==> config.mk <==
export PLATFORM = sky130hd
export DESIGN_NAME = fir_folded_param
export DESIGN_NICKNAME = d
export VERILOG_FILES = /design/src/rtl/fir_folded_param.sv
export SDC_FILE = /design/constraint.sdc
export NUM_CORES = 1
export LEC_CHECK = 0
export ABC_CLOCK_PERIOD_IN_PS = 10360
export CORE_UTILIZATION = 40
export CTS_BUF_LIST = sky130_fd_sc_hd__clkbuf_8
export DETAILED_ROUTE_END_ITERATION = 10
export PLACE_DENSITY_LB_ADDON = 0.25
export REMOVE_ABC_BUFFERS = 1
export SYNTH_ARGS = -nofsm -noshare
export SYNTH_HDL_FRONTEND = slang
export SYNTH_SLANG_ARGS = --single-unit
==> constraint.sdc <==
create_clock -name clk -period 10.36 [get_ports clk]
set_input_delay 1.554 -clock clk [delete_from_list [all_inputs] [get_ports clk]]
set_output_delay 1.554 -clock clk [all_outputs]
set_load 0.05 [all_outputs]
==> src/rtl/fir_folded_param.sv <==
// fir_folded_param: folded FIR filter. One signed multiply-accumulate unit is
// time-shared over TAPS coefficients held in a run-time writable bank.
//
// Parameters
//   TAPS   number of taps (>= 2)
//   DW     signed input sample width
//   CW     signed coefficient width
//   OW     signed output width (>= 2)
//   SHIFT  arithmetic right shift applied to the final sum before output
//
// Ports
//   clk        clock, rising edge
//   rst        asynchronous active-low reset
//   en         sample strobe, accepted when en && ready
//   x          signed input sample
//   flush      synchronous clear of delay line / accumulator, aborts a computation
//   coef_we    coefficient write enable (honoured only while ready)
//   coef_addr  coefficient index, 0 multiplies the newest sample
//   coef_data  signed coefficient value
//   ready      high while idle (a sample or coefficient write can be taken)
//   valid      one-cycle strobe, y is new
//   y          signed filter output, held between strobes
//
// Build option
//   FIR_SAT_EN  when defined the scaled sum is clamped to the OW range,
//               otherwise it wraps to its low OW bits.
module fir_folded_param #(
    parameter int unsigned TAPS  = 8,
    parameter int unsigned DW    = 8,
    parameter int unsigned CW    = 8,
    parameter int unsigned OW    = 8,
    parameter int unsigned SHIFT = 7
) (
    input  logic                        clk,
    input  logic                        rst,
    input  logic                        en,
    input  logic signed [DW-1:0]        x,
    input  logic                        flush,
    input  logic                        coef_we,
    input  logic [$clog2(TAPS)-1:0]     coef_addr,
    input  logic signed [CW-1:0]        coef_data,
    output logic                        ready,
    output logic                        valid,
    output logic signed [OW-1:0]        y
);

    localparam int unsigned AW    = $clog2(TAPS);
    localparam int unsigned PW    = DW + CW;
    localparam int unsigned ACC_W = DW + CW + $clog2(TAPS);

    typedef enum logic {
        IDLE = 1'b0,
        MAC  = 1'b1
    } state_t;

    state_t                 state_q;
    state_t                 state_d;
    logic                   accept;
    logic                   last;

    logic signed [DW-1:0]   dline [TAPS];
    logic signed [CW-1:0]   coef  [TAPS];
    logic signed [ACC_W-1:0] acc_q;
    logic [AW-1:0]          idx_q;

    logic signed [PW-1:0]   prod;
    logic signed [ACC_W-1:0] sum;
    logic signed [OW-1:0]   scaled;

    // State register
    always_ff @(posedge clk or negedge rst) begin
        if (!rst) begin
            state_q <= IDLE;
        end else begin
            state_q <= state_d;
        end
    end

    // Next state and per-cycle control strobes; flush overrides everything
    always_comb begin
        state_d = state_q;
        accept  = 1'b0;
        last    = 1'b0;
        unique case (state_q)
            IDLE: begin
                if (en) begin
                    accept  = 1'b1;
                    state_d = MAC;
                end
            end
            MAC: begin
                if (idx_q == AW'(TAPS - 1)) begin
                    last    = 1'b1;
                    state_d = IDLE;
                end
            end
            default: state_d = IDLE;
        endcase
        if (flush) begin
            accept  = 1'b0;
            last    = 1'b0;
            state_d = IDLE;
        end
    end

    assign ready = (state_q == IDLE);

    // Single MAC: both operands widened to the full product width first
    always_comb begin
        prod = PW'(dline[idx_q]) * PW'(coef[idx_q]);
        sum  = acc_q + ACC_W'(prod);
    end

`ifdef FIR_SAT_EN
    localparam int unsigned EW = ((ACC_W > OW) ? ACC_W : OW) + 1;
    localparam logic signed [EW-1:0] MAX_V = {{(EW - OW + 1){1'b0}}, {(OW - 1){1'b1}}};
    localparam logic signed [EW-1:0] MIN_V = {{(EW - OW + 1){1'b1}}, {(OW - 1){1'b0}}};

    logic signed [EW-1:0] wide;

    // Floor shift, then clamp into the signed OW range
    always_comb begin
        wide = EW'(sum >>> SHIFT);
        if (wide > MAX_V) begin
            scaled = MAX_V[OW-1:0];
        end else if (wide < MIN_V) begin
            scaled = MIN_V[OW-1:0];
        end else begin
            scaled = wide[OW-1:0];
        end
    end
`else
    // Floor shift, then keep the low OW bits (two's-complement wrap)
    always_comb begin
        scaled = OW'(sum >>> SHIFT);
    end
`endif

    // Delay line, accumulator, tap index, coefficient bank and output registers
    always_ff @(posedge clk or negedge rst) begin
        if (!rst) begin
            for (int unsigned i = 0; i < TAPS; i++) begin
                dline[i] <= '0;
                coef[i]  <= '0;
            end
            acc_q <= '0;
            idx_q <= '0;
            y     <= '0;
            valid <= 1'b0;
        end else begin
            valid <= last;
            if (last) begin
                y <= scaled;
            end

            // Writes only land while idle, so a computation sees a stable bank
            if (coef_we && ready && (32'(coef_addr) < TAPS)) begin
                coef[coef_addr] <= coef_data;
            end

            if (flush) begin
                for (int unsigned i = 0; i < TAPS; i++) begin
                    dline[i] <= '0;
                end
                acc_q <= '0;
                idx_q <= '0;
            end else if (accept) begin
                dline[0] <= x;
                for (int unsigned i = 1; i < TAPS; i++) begin
                    dline[i] <= dline[i-1];
                end
                acc_q <= '0;
                idx_q <= '0;
            end else if (state_q == MAC) begin
                acc_q <= sum;
                idx_q <= idx_q + AW'(1);
            end
        end
    end

endmodule

==> impl_metrics.ini <==
[logic_synthesis]
async_flop_share = 1.00
synth_top_area_frac = 0.421
synthTopCellsByArea = dfrtp_1 (42%), fa_1 (14%), mux2_2 (8.6%)
syn_area_um2 = 9270
ys_seq_elements = 156
syn_inst = 703
yosysSeqAreaShare = 0.421
syn_avg_cell_area_um2 = 13.2
synth.yosys.warnings = 0
yosysUniqueCellTypes = 40
synth_edf_count = 0
synth_top_area_cell = dfrtp_1
synthFlopType = dfrtp_1

[run_status]
status = finished clean

[worst_setup_path]
critPathLaunchType = flip-flop
cp_common_cell = fa_1
cpPeakStageDelay_ns = 0.81
critPathKind = reg -> reg
worstPathRequired_ns = 10.72
slowest_stage = nor2b_1
path_cells = buf_4, mux4_2, mux2_2, nor2b_1, inv_1, fa_1, inv_1, fa_1, fa_1, fa_1, fa_1, ha_1, o21ai_0, a21boi_0, o2bb2ai_1, o21ai_0, xor2_1, mux2_4
path_buf_inv = 3
critical_path.top_delay_family = adder cells
crit_fanout = 23
critical_path_arrival_ns = 7.12
endpoint_kind = flip-flop

[clock_network]
post_cts_buffers = 0
cts-root-buf = clkbuf_8
cts_max_level = 4
cts_sinks = 156
cts_tree = done
cts_buffer_depth = 2
postCtsHoldBufs = 0
clock_latency_ns = 0.46
ctsResizeCount = 0
clk_pin_slew_worst_paths_ns = 0.10
cts_buffers = 17

[detailed_routing]
drt-total-wl_um = 19300
drtIter0Drc = 278
firstDrtPassIters = 4
drc = 0
avgViaCountPerCell = 5.45
ant_nets = 0
vias = 5633
wl_per_cell_um = 18.7

[place]
io_buffer_count = 33
gp_congestion = 0.826
pre_cts_ws_ns = 3.48
hpwl_um = 13700

[sta]
finalHoldViolations = 0
setup_viol = 0
fin_ws_ns = 3.60
slew_headroom = 0.309
post-route-period-util = 0.653
tns_ns = 0
skew_ns = 0.0128
slew_violations = 0
rsz0062_at_grt = false
timing.final.crit_period_ns = 6.76
tightest_slew_ns = 1.04
fmax_mhz = 148

[floorplanning]
core-area_um2 = 22700
die_y_um = 154
rows = 55
fp.dieW_um = 154
dieArea_um2 = 23800
ios = 34
start_util = 0.408

[finish]
diodes = 0
drive_gt1_frac = 0.214
synthToLayoutAreaGrowth_pct = 11.0
fin_nets = 861
final.fill_count = 2057

[grt]
overflow = 0
antenna_found_initial = 0
grt_max_degree = 84
grt_pass1_vias = 6293
grt_usage = 0.179
grt_first_pass_wirelength_um = 32700

[worst_hold_path]
min_path_type = reg -> reg

[pwr]
p_per_area_nw_per_um2 = 183
p_leak_nw = 4.74
ir_worst_vdd_mv = 0.0834

[flow_run]
cap_violations = 0
==> state kept, by name (all words and copies together) (netlist names) <==
name	cells
coef	64
dline	64
acc_q	15
y	8
idx_q	3
state_q	1
valid	1
==> power by group <==
part | internal [W] | switching (W) | total (W)
sequential | 0.000684 | 0.0000479 | 0.000732
clock | 0.000174 | 0.000261 | 0.000435
combinational | 0.000337 | 0.000378 | 0.000715
==> Yosys cell counts, types with 5 or more instances <==
| cell type | n |
|---|---|
| dfrtp_1 | 156 |
| mux2i_1 | 10 |
| o21ai_0 | 15 |
| nand2b_1 | 13 |
| nor2b_1 | 13 |
| ha_1 | 36 |
| a21oi_1 | 5 |
| mux2_2 | 71 |
| xnor2_1 | 14 |
| a22o_1 | 76 |
| nor2_1 | 35 |
| xor2_1 | 6 |
| mux4_2 | 32 |
| inv_1 | 72 |
| nand2_1 | 26 |
| buf_2 | 5 |
| fa_1 | 66 |
| clkbuf_1 | 19 |
| or2_2 | 5 |
==> worst min-delay path, cell delays in order, from the launching register on <==
cell and delay, ns:
dfrtp_1 0.35, nand2_1 0.05, nand2_1 0.05
==> logic make-up after synthesis <==
| logic type | Yosys count | share of synthesized area |
|---|---|---|
| and+or+nand+nor | 104 | 0.0553 |
| muxes | 117 | 0.183 |
| xor gates and xnor gates | 20 | 0.0189 |
| buffers and inverters | 102 | 0.0432 |
| adders and majority gates | 102 | 0.191 |
| DFF | 156 | 0.421 |
| AOI/OAI and AO/OA | 102 | 0.0875 |
==> worst paths after layout <==
kind                            startpoint  depth (start not counted)  slack [ns]   endpoint
worst max-delay path              idx_q[0]                         18        3.60       y[7]
worst min-delay path                  y[0]                          2        0.48       y[0]
worst max register to register    idx_q[0]                         18        3.60       y[7]
worst min register to register        y[0]                          2        0.48       y[0]
max in group asynchronous              rst                          2        7.75   idx_q[0]
min in group asynchronous              rst                          1        1.09  dline[45]
==> per-layer routing <==
metal	global-route usage	up-vias	share of wire
li1	-	2524	-
met1	0.233	2975	0.44
met2	0.298	109	0.50
met3	0.0353	25	0.040
met4	0.0652	0	0.017
met5	0	-	0
==> metrics by stage <==
stage / utilization / area, um^2 / power, W / std cells / hold slack, ns
after global routing: 0.453 / 10300 / 0.00203 / 1033 / 0.510
after global placement: 0.437 / 9920 / 0.00144 / 1001 / 0.472
after floorplan: - / 9140 / 0.00128 / 674 / 0.450
final: 0.453 / 10300 / 0.00188 / 1033 / 0.479
after CTS: 0.453 / 10300 / 0.00191 / 1033 / 0.490
after detailed placement: 0.437 / 9920 / 0.00146 / 1001 / 0.464
==> placed cells by master (no fill, tap or decap), drive strengths merged, types with 2 or more instances in the layout <==
cell           Yosys  final
clkinvlp           0      3
inv               72     80
ha                36     36
mux2              72     72
buf               10     10
xnor2             14     14
clkbuf            19     17
or2                5      5
dfrtp            156    156
xor2               6      6
nand3b             2      2
nand2             26     26
fa                66     66
a21oi              5      5
mux4              32     32
nor2b             13     13
nand2b            13     13
o21ai             15     15
nor2              35     35
clkinv             1      5
nor3               2      2
mux2i             13     13
nor3b              4      4
clkdlybuf4s50      0     32
a22o              76     76
==> area by class of cell <==
type	instances	area [um^2]	area share
repair buffers	42	399	0.0388
clock inverters	15	130	0.0127
well taps	285	357	0.0347
clock buffers	17	234	0.0227
multi-input cells	445	4990	0.485
flip-flops and latches	156	3910	0.380
inverters	73	274	0.0266
Power figures use the tool's default switching activity.
